File: src/rtl/asrv32_memoryaccess_pkg.sv
// Shared opcode and funct3 encodings for the asrv32 memory-access stage.
// Opcode is one-hot; each localparam below is a bit index into it.
package asrv32_memoryaccess_pkg;

  localparam int OPCODE_WIDTH = 11;

  localparam int OP_RTYPE  = 0;
  localparam int OP_ITYPE  = 1;
  localparam int OP_LOAD   = 2;
  localparam int OP_STORE  = 3;
  localparam int OP_BRANCH = 4;
  localparam int OP_JAL    = 5;
  localparam int OP_JALR   = 6;
  localparam int OP_LUI    = 7;
  localparam int OP_AUIPC  = 8;
  localparam int OP_SYSTEM = 9;
  localparam int OP_FENCE  = 10;

  localparam logic [2:0] FUNCT3_LB  = 3'b000;
  localparam logic [2:0] FUNCT3_LH  = 3'b001;
  localparam logic [2:0] FUNCT3_LW  = 3'b010;
  localparam logic [2:0] FUNCT3_LBU = 3'b100;
  localparam logic [2:0] FUNCT3_LHU = 3'b101;
  localparam logic [2:0] FUNCT3_SB  = 3'b000;
  localparam logic [2:0] FUNCT3_SH  = 3'b001;
  localparam logic [2:0] FUNCT3_SW  = 3'b010;

endpackage

File: src/rtl/asrv32_load_store_align.sv
// Byte-lane select, store replication, load extraction/extension and
// alignment check for one access; purely combinational.
module asrv32_load_store_align
  import asrv32_memoryaccess_pkg::*;
(
  input  logic [2:0]  funct3_i,
  input  logic [1:0]  offset_i,
  input  logic [31:0] store_data_i,
  input  logic [31:0] read_data_i,
  output logic [3:0]  sel_o,
  output logic [31:0] store_data_o,
  output logic [31:0] load_data_o,
  output logic        misaligned_o
);

  logic        is_b;
  logic        is_h;
  logic        is_w;
  logic        sext;
  logic [31:0] shifted;
  logic [7:0]  byte_v;
  logic [15:0] half_v;

  always_comb begin
    is_b    = (funct3_i[1:0] == 2'b00);
    is_h    = (funct3_i[1:0] == 2'b01);
    is_w    = funct3_i[1];
    sext    = ~funct3_i[2];
    shifted = read_data_i >> {offset_i, 3'b000};
    byte_v  = shifted[7:0];
    half_v  = offset_i[1] ? read_data_i[31:16]
                          : read_data_i[15:0];

    sel_o        = '0;
    store_data_o = '0;
    load_data_o  = '0;
    misaligned_o = 1'b0;

    unique case (1'b1)
      is_b: begin
        sel_o        = 4'b0001 << offset_i;
        store_data_o = {4{store_data_i[7:0]}};
        load_data_o  = {{24{sext & byte_v[7]}}, byte_v};
      end
      is_h: begin
        sel_o        = offset_i[1] ? 4'b1100 : 4'b0011;
        store_data_o = {2{store_data_i[15:0]}};
        load_data_o  = {{16{sext & half_v[15]}}, half_v};
        misaligned_o = offset_i[0];
      end
      is_w: begin
        sel_o        = 4'b1111;
        store_data_o = store_data_i;
        load_data_o  = read_data_i;
        misaligned_o = |offset_i;
      end
      default: ;
    endcase
  end

endmodule

File: src/rtl/asrv32_memoryaccess.sv
// Memory-access stage: runs one Wishbone read/write per LOAD/STORE,
// stalls the pipeline while the bus is busy, and bounds the wait for ack.
module asrv32_memoryaccess
  import asrv32_memoryaccess_pkg::*;
#(
  parameter int unsigned TIMEOUT_CYCLES = 255
) (
  input  logic                    i_clk,
  input  logic                    i_rst_n,
  input  logic                    i_memoryaccess_en,
  input  logic [OPCODE_WIDTH-1:0] i_opcode,
  input  logic [2:0]              i_funct3,
  input  logic [31:0]             i_result_from_alu,
  input  logic [31:0]             i_rs2_data,
  output logic                    o_wb_cyc,
  output logic                    o_wb_stb,
  output logic                    o_wb_we,
  output logic [31:0]             o_wb_addr,
  output logic [31:0]             o_wb_data,
  output logic [3:0]              o_wb_sel,
  input  logic                    i_wb_ack,
  input  logic [31:0]             i_wb_data,
  output logic [31:0]             o_load_data,
  output logic                    o_stall,
  output logic                    o_done,
  output logic                    o_load_misaligned,
  output logic                    o_store_misaligned,
  output logic                    o_bus_err
);

  typedef enum logic {IDLE, BUS} state_e;

  localparam int CW = $clog2(TIMEOUT_CYCLES + 1);
  localparam logic [CW-1:0] TO_LAST = CW'(TIMEOUT_CYCLES - 1);

  state_e          state_q, state_d;
  logic [CW-1:0]   cnt_q, cnt_d;
  logic            cyc_q, cyc_d;
  logic            we_q, we_d;
  logic [31:0]     addr_q, addr_d;
  logic [31:0]     data_q, data_d;
  logic [3:0]      sel_q, sel_d;
  logic [2:0]      f3_q, f3_d;
  logic [1:0]      off_q, off_d;
  logic [31:0]     ld_q, ld_d;
  logic            done_q, done_d;
  logic            lmis_q, lmis_d;
  logic            smis_q, smis_d;
  logic            berr_q, berr_d;

  logic            is_load;
  logic            is_store;
  logic            is_ls;
  logic            in_bus;
  logic            start;
  logic [2:0]      a_f3;
  logic [1:0]      a_off;
  logic [3:0]      a_sel;
  logic [31:0]     a_wdata;
  logic [31:0]     a_ldata;
  logic            a_mis;
  logic            unused_opcode;

  assign is_load  = i_opcode[OP_LOAD];
  assign is_store = i_opcode[OP_STORE];
  assign is_ls    = is_load | is_store;
  assign in_bus   = (state_q == BUS);
  assign unused_opcode = ^i_opcode;

  // While waiting on the bus the aligner formats read data with the
  // size/offset captured at issue, not whatever the pipeline now presents.
  assign a_f3  = in_bus ? f3_q  : i_funct3;
  assign a_off = in_bus ? off_q : i_result_from_alu[1:0];

  asrv32_load_store_align u_align (
    .funct3_i     (a_f3),
    .offset_i     (a_off),
    .store_data_i (i_rs2_data),
    .read_data_i  (i_wb_data),
    .sel_o        (a_sel),
    .store_data_o (a_wdata),
    .load_data_o  (a_ldata),
    .misaligned_o (a_mis)
  );

  assign start = (state_q == IDLE) & i_memoryaccess_en
               & is_ls & ~a_mis;
  assign o_stall = start | in_bus;

  always_comb begin
    state_d = state_q;
    cnt_d   = cnt_q;
    cyc_d   = cyc_q;
    we_d    = we_q;
    addr_d  = addr_q;
    data_d  = data_q;
    sel_d   = sel_q;
    f3_d    = f3_q;
    off_d   = off_q;
    ld_d    = ld_q;
    done_d  = 1'b0;
    lmis_d  = 1'b0;
    smis_d  = 1'b0;
    berr_d  = 1'b0;

    unique case (state_q)
      IDLE: begin
        if (i_memoryaccess_en) begin
          if (is_ls && a_mis) begin
            done_d = 1'b1;
            lmis_d = is_load;
            smis_d = ~is_load;
          end else if (is_ls) begin
            state_d = BUS;
            cnt_d   = '0;
            cyc_d   = 1'b1;
            we_d    = ~is_load;
            addr_d  = {i_result_from_alu[31:2], 2'b00};
            sel_d   = a_sel;
            data_d  = is_load ? 32'd0 : a_wdata;
            f3_d    = i_funct3;
            off_d   = i_result_from_alu[1:0];
          end else begin
            done_d = 1'b1;
          end
        end
      end
      BUS: begin
        // Ack wins over a simultaneous timeout.
        if (i_wb_ack) begin
          state_d = IDLE;
          cyc_d   = 1'b0;
          done_d  = 1'b1;
          if (!we_q) ld_d = a_ldata;
        end else if (cnt_q == TO_LAST) begin
          state_d = IDLE;
          cyc_d   = 1'b0;
          done_d  = 1'b1;
          berr_d  = 1'b1;
        end else begin
          cnt_d = cnt_q + 1'b1;
        end
      end
    endcase
  end

  always_ff @(posedge i_clk) begin
    if (!i_rst_n) begin
      state_q <= IDLE;
      cnt_q   <= '0;
      cyc_q   <= 1'b0;
      we_q    <= 1'b0;
      addr_q  <= '0;
      data_q  <= '0;
      sel_q   <= '0;
      f3_q    <= '0;
      off_q   <= '0;
      ld_q    <= '0;
      done_q  <= 1'b0;
      lmis_q  <= 1'b0;
      smis_q  <= 1'b0;
      berr_q  <= 1'b0;
    end else begin
      state_q <= state_d;
      cnt_q   <= cnt_d;
      cyc_q   <= cyc_d;
      we_q    <= we_d;
      addr_q  <= addr_d;
      data_q  <= data_d;
      sel_q   <= sel_d;
      f3_q    <= f3_d;
      off_q   <= off_d;
      ld_q    <= ld_d;
      done_q  <= done_d;
      lmis_q  <= lmis_d;
      smis_q  <= smis_d;
      berr_q  <= berr_d;
    end
  end

  assign o_wb_cyc           = cyc_q;
  assign o_wb_stb           = cyc_q;
  assign o_wb_we            = we_q;
  assign o_wb_addr          = addr_q;
  assign o_wb_data          = data_q;
  assign o_wb_sel           = sel_q;
  assign o_load_data        = ld_q;
  assign o_done             = done_q;
  assign o_load_misaligned  = lmis_q;
  assign o_store_misaligned = smis_q;
  assign o_bus_err          = berr_q;

endmodule
File: config.mk
export PLATFORM = sky130hd
export DESIGN_NAME = asrv32_memoryaccess
export DESIGN_NICKNAME = d
export VERILOG_FILES = /design/src/rtl/asrv32_memoryaccess_pkg.sv /design/src/rtl/asrv32_load_store_align.sv /design/src/rtl/asrv32_memoryaccess.sv
export SDC_FILE = /design/constraint.sdc
export NUM_CORES = 1
export LEC_CHECK = 0
export BUFFER_PORTS_ARGS = -buffer_cell sky130_fd_sc_hd__buf_2
export CAP_MARGIN = 10
export CORE_AREA = 10 10 135 112
export CTS_BUF_LIST = sky130_fd_sc_hd__clkbuf_4
export CTS_CLUSTER_DIAMETER = 120
export CTS_CLUSTER_SIZE = 24
export DETAILED_ROUTE_END_ITERATION = 8
export DIE_AREA = 0 0 145 122
export PLACE_DENSITY_LB_ADDON = 0.3
export SYNTH_ARGS = -nofsm -noshare
export SYNTH_HDL_FRONTEND = slang
export SYNTH_SLANG_ARGS = --single-unit
File: constraint.sdc
create_clock -name i_clk -period 2.2 [get_ports i_clk]
set_clock_uncertainty 0.1 [all_clocks]
set_input_delay 0.11 -clock i_clk [delete_from_list [all_inputs] [get_ports i_clk]]
set_output_delay 0.11 -clock i_clk [all_outputs]
set_load 0.02 [all_outputs]
==> results.sh <==
export IMPL_synthCells=669
export IMPL_hp_class="input port to flip-flop"
export IMPL_critPathCaptureType="output pin"
export IMPL_global_route_usage_total=0.232
export IMPL_clock_fmax_mhz=454
export IMPL_synth_area_in_compound_gates=0.279
export IMPL_path_class="flip-flop to output pin"
export IMPL_syn_cell_area_um2=5620
export IMPL_design_core_area_um2=12500
export IMPL_run_status="complete, but fails checks"
export IMPL_antenna_violating_nets_post_route=0
export IMPL_power_per_cell_area_nw_per_um2=627
export IMPL_routed_via_density=5.37
export IMPL_fin_total_pwr_uw=5460
export IMPL_combinational_family_with_the_most_area_after_synthesis="compound AO/OA/AOI/OAI gates"
export IMPL_maxSlewViolCount=0
export IMPL_vdd_ir_drop_max_mv=0.423
export IMPL_first_global_vias=6405
export IMPL_drt_wl_total_mm=21.8
export IMPL_critPathMaxFanout=4
export IMPL_synth_seq_area_share=0.420
export IMPL_rr_endpoint="cnt_q[4]$_SDFFE_PN0P_"
export IMPL_drt_wirelength_per_cell_um=18.1
export IMPL_drtPass1Iterations=5
export IMPL_startpoint_type="flip-flop"
export IMPL_ys_ff_latch=118
export IMPL_yosys_area_share_simple=0.172
export IMPL_synth_xor_area_share=0
export IMPL_post_route_cells_drive_above_1_share=0.352
export IMPL_leakagePower_uw=0.00381
export IMPL_critical_path_cell_by_cell="buf_6 > mux2i_4 > buf_6 > o2111ai_4 > and2_4 > buf_6 > nand2_4 > buf_6"
export IMPL_post_route_period_util=1.00
export IMPL_synthDistinctLibCells=51
export IMPL_die_width_um=145
export IMPL_nets=1126
export IMPL_synth_area_mux_share=0.0623
export IMPL_detailedPlace_worstSlack_ns=0.00972
export IMPL_antenna_violations_before_repair=3
export IMPL_finish_utilization=0.694
export IMPL_remaining_drc_errors=0
export IMPL_arrival_ns=1.99
export IMPL_critical_path_slowest_cell="dfxtp_4"
export IMPL_residual_overflow_from_global_routing=0
export IMPL_layout_common_cells="buf_2 (209), nand2_1 (149), dfxtp_1 (117)"
export IMPL_areaGrowthSynthToFinish_pct=54.9
export IMPL_detail_route_iter0_violations=496
export IMPL_data_required_critical_path_ns=1.99
export IMPL_synth_enable_flop_cells=0
export IMPL_fin_setup_tns_ns=-0.000827
export IMPL_worstHoldPathCells=4
export IMPL_ff2ff_path_depth=8
export IMPL_synth_yosys_warnings=0
export IMPL_die_area_um2=17700
export IMPL_io_buffers=210
export IMPL_grt_start_max_net_pins=57
export IMPL_path_common_cell="buf_6"
export IMPL_synth_adder_area_share=0.00623
export IMPL_grt_setup_unrepaired="true"
export IMPL_syn_area_per_cell_um2=8.41
export IMPL_final_period_minus_worst_setup_slack_ns=2.20
export IMPL_htree_num_levels=4
export IMPL_die_h_um=122
export IMPL_asyncSetResetFlopFracSynth=0
export IMPL_cts_path_max_buffers=2
export IMPL_layout_commonest_cell="buf_2"
export IMPL_hpwlAfterDp_mm=14.0
export IMPL_top_level_ports=222
export IMPL_clkLatencyLatePin_ns=0.51
export IMPL_synth_top_flop_cell="dfxtp_1"
export IMPL_global_route_wire_length_before_repair_mm=33.7
export IMPL_cts_tree="yes"
export IMPL_clk_transition_reported_paths_ns=0.12
export IMPL_regToRegSetupSlack_ns=0.02
export IMPL_placementRows=37
export IMPL_num_vias=6460
export IMPL_place_congestion=0.903
export IMPL_timing_final_hold_violations=0
export IMPL_cts_sinks=118
export IMPL_failed_checks="negative setup slack"
export IMPL_tritoncts_num_buffers=17
export IMPL_timing_rr_start="in_bus$_SDFF_PN0_"
export IMPL_fin_ws_ns=-0.000827
export IMPL_num_fill_cells=1010
export IMPL_final_setup_viol_count=1
export IMPL_drv_cap=0
export IMPL_clk_root_buffer_cell="clkbuf_4"
export IMPL_crit_path_max_incr_delay_ns=0.37
export IMPL_timing_hold_worst_start="i_result_from_alu[20]"
export IMPL_min_to="o_wb_addr[20]$_SDFFE_PN0P_"
export IMPL_initial_core_util=0.448
[cells in the mapped netlist (2+ instances only)]
master,instances,area (um2)
a211o_1,16,140
a211oi_1,13,97.6
a211oi_2,21,263
a21o_1,2,15.0
a21oi_1,108,541
a221oi_1,8,70.1
a22oi_1,16,120
and2_1,2,12.5
and3_1,2,12.5
buf_2,15,75.1
buf_4,11,82.6
buf_6,4,45.0
clkbuf_1,26,97.6
dfxtp_1,118,2360
ha_1,2,25.0
inv_1,8,30.0
mux2i_1,11,110
mux2i_4,3,67.6
mux4_2,6,135
nand2_1,153,574
nand3_1,5,25.0
nand3b_1,11,82.6
nor2_1,21,78.8
nor3_1,4,20.0
nor3_4,2,32.5
o21ai_0,47,235
o31ai_1,2,15.0
or2_2,2,12.5
or3_1,6,37.5
or3b_2,2,17.5
or4_1,2,15.0
[registers in the layout, indices dropped and copies added, names as in the netlist]
signal,cells
cnt_q,8
f3_q,3
in_bus,1
o_bus_err,1
o_done,1
o_load_data,32
o_load_misaligned,1
o_store_misaligned,1
o_wb_addr,30
o_wb_cyc,1
o_wb_data,32
o_wb_sel,4
o_wb_we,1
off_q,2
[metal layers]
layer  wire (um)  global-route usage
met2       10300               0.359
met4         802               0.118
met5           0                   0
met3        2020              0.0837
met1        8660               0.282
[through the flow]
step	hold WS, ns	cell area (um2)	std cells
2_1_floorplan	0.146	5630	670
3_3_place_gp	0.251	7060	1044
3_5_place_dp	0.255	7060	1044
4_1_cts	0.219	8520	1191
5_1_grt	0.211	8710	1201
6_report	0.267	8710	1202
[where the power goes]
part,internal (uW),switching [uW],total [uW]
Sequential,2250,65.9,2320
Combinational,684,838,1520
Clock,772,851,1620
[cell families (layout without fill, tap and decap cells)]
| logic type | count (synthesis) | in the layout |
|---|---|---|
| AO/OA/AOI/OAI | 241 | 241 |
| AND/OR/NAND/NOR | 218 | 218 |
| flip-flops | 118 | 118 |
| buffers and inverters | 66 | 419 |
| multiplexers | 22 | 22 |
| adder cells (fa/ha/maj) | 3 | 3 |
| other | 1 | 6 |
[area by class of cell]
type                    count  area, um2  share of cell area
diodes                      4       10.0             0.00115
clock buffers              17        128              0.0146
clock inverters            15        163              0.0187
inverters                   9       33.8             0.00388
multi-input cells         486       3030               0.347
flip-flops and latches    118       2370               0.272
well taps                 175        219              0.0251
repair buffers            378       2770               0.318
[timing repair]
action | 4_1_cts | 5_1_grt
endpoints found under the hold margin | 110 | 0
setup buffers | 13 | 6
cloned | 0 | 1
hold buffers | 104 | 0
resized for setup | 10 | 22
setup endpoints to repair | 6 | 84
pin swaps | 3 | 8
[worst max-delay path: cells and delay by family, from the launching register on]
kind            cells  cell delay [ns]
mux                 1             0.17
simple gates        2             0.24
flops               1             0.37
buf+inv             4             0.48
compound gates      1             0.21
[worst max-delay path by stage]
stage,from,to,slack (ns),cells past startpoint
final,in_bus$_SDFF_PN0_,o_stall,-0.0008,8
after global routing,in_bus$_SDFF_PN0_,o_stall,-0.12,8
after CTS,in_bus$_SDFF_PN0_,o_stall,0.002,8
after detailed placement,in_bus$_SDFF_PN0_,o_load_data[18]$_SDFFE_PN0P_,0.01,7
after global placement,in_bus$_SDFF_PN0_,o_load_data[20]$_SDFFE_PN0P_,0.06,7
after floorplan,in_bus$_SDFF_PN0_,cnt_q[4]$_SDFFE_PN0P_,0.09,5
No activity file was read; power rests on OpenSTA's default activity.
